--- config.mk ---
export PLATFORM = sky130hd
export DESIGN_NAME = grf_wb_arbiter
export DESIGN_NICKNAME = d
export VERILOG_FILES = /design/src/rtl/cpu_pkg.sv /design/src/rtl/wb_fifo.sv /design/src/rtl/grf_wb_arbiter.sv
export SDC_FILE = /design/constraint.sdc
export NUM_CORES = 1
export LEC_CHECK = 0
export ABC_AREA = 1
export BUFFER_PORTS_ARGS = -buffer_cell sky130_fd_sc_hd__buf_2
export CORE_MARGIN = 8
export CORE_UTILIZATION = 52
export DETAILED_ROUTE_END_ITERATION = 10
export GPL_TIMING_DRIVEN = 0
export HOLD_SLACK_MARGIN = 0.12
export PLACE_DENSITY = 0.81
export SLEW_MARGIN = 5
export SYNTH_ARGS = -nofsm -noshare
export SYNTH_HDL_FRONTEND = slang
export SYNTH_SLANG_ARGS = --single-unit
--- constraint.sdc ---
create_clock -name clk -period 13.5 [get_ports clk]
set_clock_uncertainty 0.1 [all_clocks]
set_input_delay 4.05 -clock clk [delete_from_list [all_inputs] [get_ports clk]]
set_output_delay 4.05 -clock clk [all_outputs]
set_load 0.01 [all_outputs]
--- src/rtl/cpu_pkg.sv ---
// Shared types and constants for the register-file write side.
//   XLEN     : datapath width
//   REG_W    : register index width
//   NUM_REGS : architectural register count
//   wb_req_t : one buffered write-back request (pc, destination, data, live flag)
package cpu_pkg;

    localparam int unsigned XLEN     = 32;
    localparam int unsigned REG_W    = 5;
    localparam int unsigned NUM_REGS = 32;

    // 'reg' is a keyword, so the destination field is named regno.
    typedef struct packed {
        logic [XLEN-1:0]  pc;
        logic [REG_W-1:0] regno;
        logic [XLEN-1:0]  data;
        logic             live;
    } wb_req_t;

    function automatic logic [NUM_REGS-1:0] reg_onehot(input logic [REG_W-1:0] r);
        logic [NUM_REGS-1:0] v;
        v    = '0;
        v[r] = 1'b1;
        return v;
    endfunction

endpackage

--- src/rtl/wb_fifo.sv ---
// Circular buffer of multi-cycle write-back requests.
//   clk, reset            : clock, asynchronous active-high reset
//   push, push_req        : enqueue a request (ignored when full)
//   pop                   : dequeue the head (ignored when empty)
//   kill_en, kill_reg     : clear live on every entry (and on a same-cycle push) targeting kill_reg
//   head                  : current head entry
//   full, empty           : occupancy flags
//   entry_live, entry_reg : per-slot live flags and destinations for pending computation
module wb_fifo
    import cpu_pkg::*;
#(
    parameter int unsigned DEPTH = 4
) (
    input  logic                        clk,
    input  logic                        reset,
    input  logic                        push,
    input  wb_req_t                     push_req,
    input  logic                        pop,
    input  logic                        kill_en,
    input  logic [REG_W-1:0]            kill_reg,
    output wb_req_t                     head,
    output logic                        full,
    output logic                        empty,
    output logic [DEPTH-1:0]            entry_live,
    output logic [DEPTH-1:0][REG_W-1:0] entry_reg
);

    localparam int unsigned AW = $clog2(DEPTH);

    wb_req_t [DEPTH-1:0] mem_q, mem_d;
    logic [AW-1:0]       wr_ptr_q, wr_ptr_d;
    logic [AW-1:0]       rd_ptr_q, rd_ptr_d;
    logic [AW:0]         count_q, count_d;
    logic                push_ok, pop_ok;

    assign full  = (count_q == (AW+1)'(DEPTH));
    assign empty = (count_q == '0);
    assign head  = mem_q[rd_ptr_q];

    // A push is allowed into a full buffer only when the head leaves in the same cycle.
    assign push_ok = push && (!full || pop_ok);
    assign pop_ok  = pop && !empty;

    always_comb begin
        mem_d    = mem_q;
        wr_ptr_d = wr_ptr_q;
        rd_ptr_d = rd_ptr_q;

        if (kill_en) begin
            for (int i = 0; i < DEPTH; i++) begin
                if (mem_q[i].regno == kill_reg) begin
                    mem_d[i].live = 1'b0;
                end
            end
        end

        // Popped slots drop live so that only occupied slots can contribute to pending.
        if (pop_ok) begin
            mem_d[rd_ptr_q].live = 1'b0;
            rd_ptr_d             = rd_ptr_q + AW'(1);
        end

        // Push is applied last: it may reuse the slot just popped.
        if (push_ok) begin
            mem_d[wr_ptr_q] = push_req;
            if (kill_en && (push_req.regno == kill_reg)) begin
                mem_d[wr_ptr_q].live = 1'b0;
            end
            wr_ptr_d = wr_ptr_q + AW'(1);
        end

        count_d = count_q + (AW+1)'(push_ok) - (AW+1)'(pop_ok);
    end

    always_ff @(posedge clk or posedge reset) begin
        if (reset) begin
            mem_q    <= '0;
            wr_ptr_q <= '0;
            rd_ptr_q <= '0;
            count_q  <= '0;
        end else begin
            mem_q    <= mem_d;
            wr_ptr_q <= wr_ptr_d;
            rd_ptr_q <= rd_ptr_d;
            count_q  <= count_d;
        end
    end

    always_comb begin
        entry_live = '0;
        entry_reg  = '0;
        for (int i = 0; i < DEPTH; i++) begin
            entry_live[i] = mem_q[i].live;
            entry_reg[i]  = mem_q[i].regno;
        end
    end

endmodule

--- src/rtl/grf_wb_arbiter.sv ---
// Register-file write-port arbiter. The W-stage always wins; multi-cycle results are buffered
// and drain when the pipeline has no write. A pipeline write kills older buffered writes to
// the same register.
//   clk, reset                             : clock, asynchronous active-high reset
//   pipe_we/pipe_pc/pipe_reg/pipe_data     : W-stage write request
//   mc_valid/mc_ready/mc_pc/mc_reg/mc_data : multi-cycle completion handshake
//   writeEnable/PCReg/writeReg/writeData   : registered register-file write port
//   pending                                : per-register outstanding buffered write (bit 0 tied low)
//   wb_stall_req                           : buffer full, hold W-stage issue
module grf_wb_arbiter
    import cpu_pkg::*;
#(
    parameter int unsigned DEPTH = 4
) (
    input  logic                clk,
    input  logic                reset,
    input  logic                pipe_we,
    input  logic [XLEN-1:0]     pipe_pc,
    input  logic [REG_W-1:0]    pipe_reg,
    input  logic [XLEN-1:0]     pipe_data,
    input  logic                mc_valid,
    output logic                mc_ready,
    input  logic [XLEN-1:0]     mc_pc,
    input  logic [REG_W-1:0]    mc_reg,
    input  logic [XLEN-1:0]     mc_data,
    output logic                writeEnable,
    output logic [XLEN-1:0]     PCReg,
    output logic [REG_W-1:0]    writeReg,
    output logic [XLEN-1:0]     writeData,
    output logic [NUM_REGS-1:0] pending,
    output logic                wb_stall_req
);

    wb_req_t                     fifo_head;
    wb_req_t                     push_req;
    logic                        fifo_full, fifo_empty;
    logic                        fifo_push, fifo_pop, kill_en;
    logic [DEPTH-1:0]            entry_live;
    logic [DEPTH-1:0][REG_W-1:0] entry_reg;

    logic                we_q, we_d;
    logic [XLEN-1:0]     pc_q, pc_d;
    logic [REG_W-1:0]    reg_q, reg_d;
    logic [XLEN-1:0]     data_q, data_d;

    assign mc_ready     = !fifo_full;
    assign wb_stall_req = fifo_full;

    assign fifo_push = mc_valid && mc_ready;
    // The head drains (live or killed) in any cycle the W-stage is not writing.
    assign fifo_pop  = !pipe_we && !fifo_empty;
    // $0 writes never supersede anything.
    assign kill_en   = pipe_we && (pipe_reg != '0);

    assign push_req = '{pc: mc_pc, regno: mc_reg, data: mc_data, live: 1'b1};

    wb_fifo #(
        .DEPTH(DEPTH)
    ) u_fifo (
        .clk       (clk),
        .reset     (reset),
        .push      (fifo_push),
        .push_req  (push_req),
        .pop       (fifo_pop),
        .kill_en   (kill_en),
        .kill_reg  (pipe_reg),
        .head      (fifo_head),
        .full      (fifo_full),
        .empty     (fifo_empty),
        .entry_live(entry_live),
        .entry_reg (entry_reg)
    );

    always_comb begin
        we_d   = 1'b0;
        pc_d   = pc_q;
        reg_d  = reg_q;
        data_d = data_q;
        if (pipe_we) begin
            we_d   = 1'b1;
            pc_d   = pipe_pc;
            reg_d  = pipe_reg;
            data_d = pipe_data;
        end else if (!fifo_empty && fifo_head.live) begin
            we_d   = 1'b1;
            pc_d   = fifo_head.pc;
            reg_d  = fifo_head.regno;
            data_d = fifo_head.data;
        end
    end

    always_ff @(posedge clk or posedge reset) begin
        if (reset) begin
            we_q   <= 1'b0;
            pc_q   <= '0;
            reg_q  <= '0;
            data_q <= '0;
        end else begin
            we_q   <= we_d;
            pc_q   <= pc_d;
            reg_q  <= reg_d;
            data_q <= data_d;
        end
    end

    assign writeEnable = we_q;
    assign PCReg       = pc_q;
    assign writeReg    = reg_q;
    assign writeData   = data_q;

    always_comb begin
        pending = '0;
        for (int i = 0; i < DEPTH; i++) begin
            if (entry_live[i]) begin
                pending = pending | reg_onehot(entry_reg[i]);
            end
        end
        pending[0] = 1'b0;
    end

endmodule
==> results of run 1 <==
power breakdown:
| group | leakage, nW | total [W] | internal (W) | switching [W] |
|---|---|---|---|---|
| clock network | 0.612 | 0.00104 | 0.000619 | 0.000424 |
| registers | 4.46 | 0.00187 | 0.00157 | 0.000294 |
| logic | 6.64 | 0.00224 | 0.000739 | 0.00150 |
| total | 11.7 | 0.00515 | 0.00293 | 0.00222 |
layer usage:
layer	GRT usage	vias to the layer above
met4	0.1146	2
met5	0	-
met2	0.4482	934
met1	0.3753	8378
li1	-	8291
met3	0.06197	147
synth_stat cells (all sizes together):
cell / number
nand2: 1463
a21oi: 10
inv: 59
nand4: 2
xnor2: 7
conb: 1
o21ai: 30
dfrtp: 357
clkbuf: 29
ha: 10
o221ai: 10
xor2: 8
nand3: 269
or2: 22
o22ai: 41
nor2: 29
fa: 1
nand3b: 1
buf: 118
logic make-up after synthesis:
| logic type | after synthesis | synth area share |
|---|---|---|
| buffers and inverters | 206 | 0.05164 |
| flip-flops | 357 | 0.5016 |
| other | 1 | 0.0002106 |
| AO/OA/AOI/OAI | 91 | 0.03056 |
| adder cells (fa/ha/maj) | 11 | 0.008150 |
| XOR/XNOR | 15 | 0.007377 |
| AND/OR/NAND/NOR | 1786 | 0.4004 |
how the worst max path moves through the flow:
| stage | slack [ns] | to |
|---|---|---|
| after global placement | 2.54 | PCReg[15]$_DFFE_PP0P_ |
| after detailed placement | 7.17 | u_fifo.count_q[1]$_DFF_PP0_ |
| after floorplan | 4.57 | PCReg[0]$_DFFE_PP0P_ |
| after global routing | 7.17 | pending[26] |
| after CTS | 7.29 | pending[26] |
| final | 7.28 | pending[26] |
cells in the final DEF (no fill, tap or decap), types with 10 or more instances in the layout:
| master | Yosys | routed |
|---|---|---|
| or2_2 | 22 | 22 |
| clkbuf_16 | 0 | 38 |
| nand3_1 | 264 | 264 |
| nor2_1 | 29 | 29 |
| buf_1 | 23 | 23 |
| ha_1 | 10 | 10 |
| o21ai_0 | 30 | 30 |
| a21oi_1 | 10 | 10 |
| dfrtp_1 | 357 | 357 |
| nand2_1 | 1462 | 1462 |
| o22ai_1 | 41 | 41 |
| o221ai_1 | 10 | 10 |
| buf_2 | 87 | 326 |
| clkbuf_1 | 29 | 37 |
| inv_1 | 52 | 51 |
cell type report:
cell class	instances	area [um^2]	share of cell area
buffer	147	698.2	0.03326
sequential	357	8934	0.4256
tap	448	560.5	0.02670
multi-input combinational	1904	7956	0.3790
antenna	4	10.01	0.0004768
clock inverter	11	141.4	0.006735
timing repair buffer	248	1376	0.06556
inverter	59	225.2	0.01073
clock buffer	54	1091	0.05197
critical path, stage by stage, from the launching register on:
cell	delay [ns]
dfrtp_1	0.43
inv_1	0.12
nand3_1	0.34
or2_2	0.42
nand3b_1	0.11
buf_2	0.15
per-stage QoR:
stage / power [W] / instance area (um^2)
after detailed placement: 0.004071 / 19750
after global placement: 0.003974 / 19570
after CTS: 0.005130 / 20980
after floorplan: 0.003299 / 17810
after global routing: 0.005522 / 20990
final: 0.005150 / 20990
==> impl_metrics.env, run 1 <==
export IMPL_cellPowerDensity_nw_per_um2=245.3
export IMPL_dp_hpwl_mm=42.12
export IMPL_initial_core_util=0.5298
export IMPL_crit_path_max_fanout=8
export IMPL_ctsLongestPathBuffers=3
export IMPL_grt_util_all_layers=0.2836
export IMPL_r2r_slack_ns=10.98
export IMPL_ys_types=25
export IMPL_drt_iter0_drc=2054
export IMPL_cp_arrival_ns=2.07
export IMPL_synthCells=2467
export IMPL_cts_sinks=357
export IMPL_place_ws_ns=7.168
export IMPL_stdcell_count=3232
export IMPL_die_area_um2=40430
export IMPL_crit_path_start="u_fifo.entry_reg[10]$_DFFE_PP0P_"
export IMPL_antenna_found_initial=5
export IMPL_core_rowCount=67
export IMPL_wl_met2_mm=27.02
export IMPL_path_class="reg2out"
export IMPL_io_pins=246
export IMPL_rsz0062_at_grt="no"
export IMPL_regMostFlops="u_fifo.mem_q"
export IMPL_setup_viol=0
export IMPL_leakagePower_nw=11.71
export IMPL_tightest_slew_ns=0.8653
export IMPL_die_height_um=201.1
export IMPL_cts_root_buf="clkbuf_16"
export IMPL_ir_worst_vdd_mv=0.1208
export IMPL_coreArea_um2=33620
export IMPL_grt_pass1_wl_mm=93.98
export IMPL_hold_slack_ns=0.3646
export IMPL_synth_warnings=0
export IMPL_period_needed_ns=6.224
export IMPL_post_cts_buffers=0
export IMPL_largest_reg_flops=256
export IMPL_synth_area_um2=17810
export IMPL_status="finished, final reports clean"
export IMPL_drt_wl_total_mm=58.80
export IMPL_synth_nets=2620
export IMPL_hp_start="PCReg[16]$_DFFE_PP0P_"
export IMPL_gp_congestion=0.9135
export IMPL_cts_tree="done"
export IMPL_period_share=0.4610
export IMPL_synth_avg_cell_area_um2=7.219
export IMPL_drtPass1Iterations=6
export IMPL_drv_slew=0
export IMPL_drt_antenna_violating_nets=0
export IMPL_min_path_type="reg2reg"
export IMPL_hold_buffers=0
export IMPL_grt_pass1_vias=17600
export IMPL_drc=0
export IMPL_fin_nets=2908
export IMPL_cts_max_level=2
export IMPL_tns_ns=0
export IMPL_port_buffers=239
export IMPL_hold_violations=0
export IMPL_worstSkewPairLatency_ns=0.52
export IMPL_fillers=2945
export IMPL_dp_cells=3163
export IMPL_wl_per_cell_um=18.19
export IMPL_yosysSeqAreaShare=0.5016
export IMPL_ctsResizeCount=0
export IMPL_hold_depth=2
export IMPL_r2r_cells=9
export IMPL_hold_end="PCReg[16]$_DFFE_PP0P_"
export IMPL_overflow=0
export IMPL_drive_above_1_share=0.1568
export IMPL_cts_buffers=38
export IMPL_start_kind="flop"
export IMPL_drv_cap=0
export IMPL_worstSetupEndpointType="output pin"
export IMPL_fin_ws_ns=7.276
export IMPL_synth_seq_cells=357
export IMPL_maxUsedRoutingLayer="met5"
export IMPL_post_route_util=0.6245
export IMPL_grt_max_degree=41
export IMPL_syn_to_final_growth_pct=17.87
export IMPL_die_w_um=201.1
export IMPL_met1_length_mm=24.28
export IMPL_reg2reg_from="u_fifo.rd_ptr_q[1]$_DFFE_PP0P_"
export IMPL_synth_top_cell_by_area="dfrtp_1"
export IMPL_clkTransAtPathRegs_ns=0.06
export IMPL_required_ns=9.35
export IMPL_vias=17750
export IMPL_max_freq_ghz=0.1607
export IMPL_yosys_area_top_type_share=0.5016
export IMPL_via_per_inst=5.493
export IMPL_yosys_top_cells_area="dfrtp_1, nand2_1, nand3_1, buf_2, o22ai_1"
export IMPL_wl_met3_mm=5.447
export IMPL_r2r_end="writeData[29]$_DFFE_PP0P_"
export IMPL_relSlewSlack=0.4220
No activity file was read; power rests on OpenSTA's default activity.
==> run 2: changes to the inputs <==
Settings changed: ABC_AREA 1 to 0.
Clock period 13.5 ns to 5.5 ns, I/O delays scaled along.
==> run 2 against run 1 <==
  * Synthesized area fell by 2.5%
  * Die area down 2.3%
  * Final area down 2.0%
  * First-iteration DRC count down 56%
  * Via count is 34% lower
  * Register-to-register slack lost 8.1 ns
  * Clock power rose to 2.5 times the previous value
  * Critical path type unchanged
  * Critical endpoint is now pending[6]
==> impl_metrics.env, run 2 <==
export IMPL_synth_avg_cell_area_um2=14.09
export IMPL_crit_path_max_fanout=8
export IMPL_period_needed_ns=4.550
export IMPL_final_cell_mix="dfrtp_1, buf_2, mux2_2"
export IMPL_worst_path_stages=5
export IMPL_worstSetupEndpointType="output pin"
export IMPL_start_kind="flop"
export IMPL_drtPass1Iterations=5
export IMPL_grt_max_degree=44
export IMPL_clkTransAtPathRegs_ns=0.06
export IMPL_yosysMostFrequentCell="dfrtp_1"
export IMPL_overflow=0
export IMPL_ys_types=47
export IMPL_synth_edf_count=0
export IMPL_worstSkewPairLatency_ns=0.51
export IMPL_antenna_found_initial=8
export IMPL_cts_root_buf="clkbuf_16"
export IMPL_r2r_cells=6
export IMPL_cts_max_level=2
export IMPL_die_area_um2=39510
export IMPL_die_w_um=198.8
export IMPL_leakagePower_nw=9.278
export IMPL_ir_worst_vdd_mv=0.3396
export IMPL_relSlewSlack=0.02671
export IMPL_drc=0
export IMPL_post_cts_buffers=0
export IMPL_dp_cells=1927
export IMPL_min_path_type="reg2reg"
export IMPL_via_per_inst=5.847
export IMPL_synthCells=1233
export IMPL_cp_slowest_cell="nor3b_1"
export IMPL_setup_viol=0
export IMPL_rsz0062_at_grt="no"
export IMPL_synth_warnings=0
export IMPL_tightest_slew_ns=1.457
export IMPL_cts_sinks=357
export IMPL_largest_reg_flops=256
export IMPL_cp_num_buf_inv=2
export IMPL_p_sw_w=0.004420
export IMPL_path_class="reg2out"
export IMPL_seqPwrFrac=0.364
export IMPL_worst_path_largest_cell_delay_ns=1.16
export IMPL_hold_buffers=0
export IMPL_port_buffers=237
export IMPL_max_freq_ghz=0.2198
export IMPL_grt_pass1_vias=12650
export IMPL_drt_iter0_drc=900
export IMPL_required_ns=3.75
export IMPL_cts_tree="done"
export IMPL_status="finished, final reports clean"
export IMPL_drt_wl_total_mm=46.24
export IMPL_tns_ns=0
export IMPL_crit_chain="clkbuf_1, nor3b_1, a22oi_1, o221ai_1, buf_2"
export IMPL_ctsResizeCount=0
export IMPL_die_height_um=198.8
export IMPL_coreArea_um2=33200
export IMPL_intPower_w=0.008505
export IMPL_vias=11650
export IMPL_wl_per_cell_um=23.20
export IMPL_drt_antenna_violating_nets=0
export IMPL_final_common_cell="dfrtp_1"
export IMPL_hold_violations=0
export IMPL_yosys_top_cells_area="dfrtp_1, mux2_2, mux4_2, mux2_4, mux2i_1"
export IMPL_ys_flop_type="dfrtp_1"
export IMPL_syn_to_final_growth_pct=18.44
export IMPL_multiInputGateArea_um2=7791
export IMPL_cts_buffers=39
export IMPL_clkPwrFrac=0.203
export IMPL_grt_pass1_wl_mm=73.03
export IMPL_io_pins=246
export IMPL_async_reset_ff_frac=1.000
export IMPL_core_rowCount=67
export IMPL_cp_arrival_ns=2.80
export IMPL_regMostFlops="u_fifo.mem_q"
export IMPL_gp_congestion=0.9181
export IMPL_sw_frac_of_total=0.3420
export IMPL_drv_slew=0
export IMPL_yosysSeqAreaShare=0.5143
export IMPL_yosys_area_top_type_share=0.5143
export IMPL_hold_depth=2
export IMPL_seqCellArea_um2=8934
export IMPL_cellPowerDensity_nw_per_um2=628.2
export IMPL_ctsLongestPathBuffers=3
export IMPL_synth_area_um2=17370
export IMPL_dp_hpwl_mm=32.89
export IMPL_comb_power_share=0.433
export IMPL_fin_nets=1673
export IMPL_period_share=0.8273
export IMPL_synth_seq_cells=357
export IMPL_synth_top_cell_by_area="dfrtp_1"
export IMPL_initial_core_util=0.5233
export IMPL_drv_cap=0
export IMPL_grt_util_all_layers=0.2354
export IMPL_synth_top_cells_by_count="dfrtp_1, mux2_2, nand2_1"
export IMPL_drive_above_1_share=0.4498
export IMPL_fillers=2614
export IMPL_synth_nets=1386
export IMPL_stdcell_count=1993
export IMPL_cp_top_family="simple AND/OR/NAND/NOR gates"
[run 2: metrics by stage]
step | area (um^2) | setup WS (ns) | hold WS [ns] | utilization | total power, W
floorplan | 17370 | -1.034 | 0.3519 | - | 0.008644
global placement | 19120 | -2.913 | 0.3555 | 0.5760 | 0.01009
detailed placement | 19300 | 1.629 | 0.3600 | 0.5814 | 0.01035
CTS | 20570 | 1.062 | 0.3735 | 0.6196 | 0.01302
global route | 20570 | 0.9289 | 0.3895 | 0.6197 | 0.01367
finish | 20570 | 0.9497 | 0.3693 | 0.6197 | 0.01293
[run 2: cell type report]
type / count / share of cell area
sequential: 357 / 0.4342
multi-input combinational: 752 / 0.3787
timing repair buffer: 246 / 0.06641
clock buffer: 56 / 0.05443
tap: 448 / 0.02725
buffer: 98 / 0.02664
clock inverter: 8 / 0.007176
inverter: 26 / 0.004926
antenna: 2 / 0.0002433
[run 2: cells by family after synthesis]
| group | Yosys count | synth area share |
|---|---|---|
| DFF | 357 | 0.5143 |
| and+or+nand+nor | 153 | 0.04509 |
| buffers and inverters | 124 | 0.03717 |
| xor gates and xnor gates | 29 | 0.01462 |
| other | 1 | 0.0002159 |
| muxes | 415 | 0.3246 |
| AOI/OAI and AO/OA | 143 | 0.05568 |
| adders and majority gates | 11 | 0.008356 |
[run 2: power groups by stage]
stage                     clock network (W)  logic [W]  registers (W)
final                               0.00262    0.00560        0.00471
after global routing                0.00277    0.00604        0.00487
after CTS                           0.00267    0.00565        0.00470
after detailed placement                  0    0.00563        0.00473
after global placement                    0    0.00545        0.00463
after floorplan                           0    0.00400        0.00465
[run 2: path summary, 6_finish.rpt]
path | from | endpoint | slack [ns]
worst min register to register | writeData[4]$_DFFE_PP0P_ | writeData[4]$_DFFE_PP0P_ | 0.37
worst min-delay path | writeData[4]$_DFFE_PP0P_ | writeData[4]$_DFFE_PP0P_ | 0.37
worst max-delay path | u_fifo.entry_reg[0]$_DFFE_PP0P_ | pending[6] | 0.95
max in group asynchronous | reset | u_fifo.mem_q[190]$_DFFE_PP0P_ | 2.64
min in group asynchronous | reset | writeData[15]$_DFFE_PP0P_ | 1.17
worst max register to register | u_fifo.rd_ptr_q[0]$_DFFE_PP0P_ | writeData[26]$_DFFE_PP0P_ | 2.86
[run 2: worst reg2reg max path: stages, from the launching register on]
cell	delay [ns]
dfrtp_1	0.37
buf_2	0.31
mux4_2	0.60
a21oi_2	0.34
buf_4	0.31
clkbuf_2	0.32
o21ai_0	0.15
[run 2: metal layers]
layer | vias up | part of all wire | track usage
met3 | 93 | 0.061 | 0.04128
met2 | 410 | 0.49 | 0.3936
met5 | - | 0.0015 | 0
met1 | 6022 | 0.42 | 0.3143
li1 | 5119 | - | -
met4 | 10 | 0.022 | 0.06506
==> run 3: changes to the inputs <==
Settings changed: ABC_AREA 0 to 1, CORE_UTILIZATION 52 to 58, PLACE_DENSITY 0.81 to 0.85.
Clock period 5.5 ns to 4.4 ns, I/O delays scaled along.
==> run 3 against run 2 <==
  * Final cell count rose by 60%
  * First-iteration DRC count rose by 150%
  * Final area rose by 2.4%
  * Utilization rose by 7.3 points
  * Die area fell by 7.4%
  * Setup slack got worse by 0.10 ns
  * Routed wire length rose by 27%
  * Count of clock-buffer cells in the layout fell by 3
  * Largest cell class unchanged
  * Largest power group unchanged
==> impl_metrics.env, run 3 (same netlist as run 1, synthesis figures left out) <==
export IMPL_tightest_slew_ns=0.6058
export IMPL_crit_chain="inv_1, nand3_1, o22ai_1, or2_2, buf_2"
export IMPL_drt_antenna_violating_nets=0
export IMPL_start_kind="flop"
export IMPL_crit_path_end="pending[20]"
export IMPL_rsz0062_at_grt="no"
export IMPL_grt_pass1_vias=17990
export IMPL_vias=18220
export IMPL_antenna_found_initial=4
export IMPL_grt_pass1_wl_mm=93.54
export IMPL_max_freq_ghz=0.2814
export IMPL_path_class="reg2out"
export IMPL_dp_cells=3112
export IMPL_fin_nets=2910
export IMPL_r2r_end="writeReg[2]$_DFFE_PP0P_"
export IMPL_stdcell_count=3183
export IMPL_drt_wl_total_mm=58.91
export IMPL_drc=0
export IMPL_drv_cap=0
export IMPL_cts_buffers=39
export IMPL_die_area_um2=36570
export IMPL_initial_core_util=0.5853
export IMPL_grt_util_all_layers=0.3188
export IMPL_drtPass1Iterations=8
export IMPL_final_common_cell="nand2_1"
export IMPL_post_cts_buffers=0
export IMPL_regMostFlops="u_fifo.mem_q"
export IMPL_relSlewSlack=0.5961
export IMPL_cp_arrival_ns=2.13
export IMPL_via_per_inst=5.725
export IMPL_die_height_um=191.2
export IMPL_worst_path_largest_cell_delay_ns=0.49
export IMPL_cts_tree="done"
export IMPL_hold_violations=0
export IMPL_crit_path_max_fanout=7
export IMPL_ctsLongestPathBuffers=3
export IMPL_hold_buffers=0
export IMPL_ir_worst_vdd_mv=0.3888
export IMPL_r2r_slack_ns=1.83
export IMPL_dp_hpwl_mm=41.79
export IMPL_cts_max_level=2
export IMPL_r2r_cells=9
export IMPL_io_pins=246
export IMPL_cts_sinks=357
export IMPL_port_buffers=239
export IMPL_ctsResizeCount=0
export IMPL_final_cell_mix="nand2_1, dfrtp_1, buf_2"
export IMPL_drt_iter0_drc=2234
export IMPL_hp_start="writeReg[1]$_DFFE_PP0P_"
export IMPL_overflow=0
export IMPL_status="finished, final reports clean"
export IMPL_setup_viol=0
export IMPL_coreArea_um2=30430
export IMPL_worstSkewPairLatency_ns=0.53
export IMPL_syn_to_final_growth_pct=18.31
export IMPL_tns_ns=0
export IMPL_drv_slew=0
export IMPL_wl_per_cell_um=18.51
export IMPL_grt_max_degree=43
export IMPL_cp_slowest_cell="dfrtp_1"
export IMPL_required_ns=2.98
export IMPL_drive_above_1_share=0.1577
export IMPL_period_needed_ns=3.554
export IMPL_largest_reg_flops=256
export IMPL_core_rowCount=64
export IMPL_worstSetupEndpointType="output pin"
export IMPL_cts_root_buf="clkbuf_16"
export IMPL_leakagePower_nw=11.77
export IMPL_reg2reg_from="u_fifo.rd_ptr_q[1]$_DFFE_PP0P_"
export IMPL_cellPowerDensity_nw_per_um2=765.0
export IMPL_period_share=0.8077
export IMPL_die_w_um=191.2
export IMPL_min_path_type="reg2reg"
export IMPL_clkTransAtPathRegs_ns=0.06
export IMPL_gp_congestion=0.9550
export IMPL_crit_path_start="u_fifo.entry_reg[11]$_DFFE_PP0P_"
## run 3: changes by cell type in the layout (fill, tap and decap cells not counted), sizes merged, moves of 18 or more
cell / delta
mux2: -276
mux2i: -69
o22ai: +27
o21ai: -42
a22oi: -18
or2: +22
nor2: +23
buf: +64
nand2: +1385
mux4: -70
inv: +32
nand3: +254
## run 3: how the worst min path moves through the flow
stage | end | slack (ns) | depth (start not counted)
3_3_place_gp | PCReg[30]$_DFFE_PP0P_ | 0.35 | 2
2_1_floorplan | u_fifo.mem_q[100]$_DFFE_PP0P_ | 0.35 | 2
3_5_place_dp | PCReg[30]$_DFFE_PP0P_ | 0.35 | 2
4_1_cts | PCReg[30]$_DFFE_PP0P_ | 0.37 | 2
5_1_grt | writeData[11]$_DFFE_PP0P_ | 0.39 | 2
6_report | writeReg[1]$_DFFE_PP0P_ | 0.36 | 2
## run 3: through the flow
stage                     cell area (um^2)    util  total power, W  worst slack [ns]  hold slack (ns)
after floorplan                      17810       -         0.01012            -1.804           0.3487
after global placement               19510  0.6410         0.01215            -3.738           0.3496
after detailed placement             19710  0.6476         0.01245            0.7888           0.3538
after CTS                            21060  0.6921         0.01598            0.9099           0.3673
after global routing                 21070  0.6924         0.01718            0.7956           0.3850
final                                21070  0.6924         0.01612            0.8462           0.3642
## run 3: power by group
group / internal [W] / leakage [nW] / switching (W)
Sequential: 0.00482 / 4.46 / 0.000919
Clock: 0.00211 / 0.659 / 0.00135
Combinational: 0.00227 / 6.65 / 0.00464
Total: 0.00920 / 11.8 / 0.00692
## run 3: critical path, delay by kind of cell, from the launching register on
kind | cells | cell delay (ns)
AO/OA/AOI/OAI | 1 | 0.15
buffers and inverters | 2 | 0.29
flip-flops | 1 | 0.49
AND/OR/NAND/NOR | 2 | 0.68
## run 3: cell type report
| cell class | instances | area (um^2) |
|---|---|---|
| plain buffers | 147 | 698.2 |
| repair buffers | 249 | 1396 |
| clock inverters | 14 | 255.2 |
| inverters | 59 | 225.2 |
| clock buffers | 53 | 1100 |
| diodes | 4 | 10.01 |
| flip-flops and latches | 357 | 8934 |
| well taps | 396 | 495.5 |
| fillers | 2446 | 9359 |
| multi-input cells | 1904 | 7956 |
## run 3: per-layer routing
layer | share of wire | GRT usage | vias up
met5 | 0.00029 | 0 | -
met4 | 0.046 | 0.1604 | 2
met3 | 0.097 | 0.06147 | 185
met2 | 0.46 | 0.5029 | 1080
met1 | 0.39 | 0.4171 | 8664
li1 | - | - | 8292
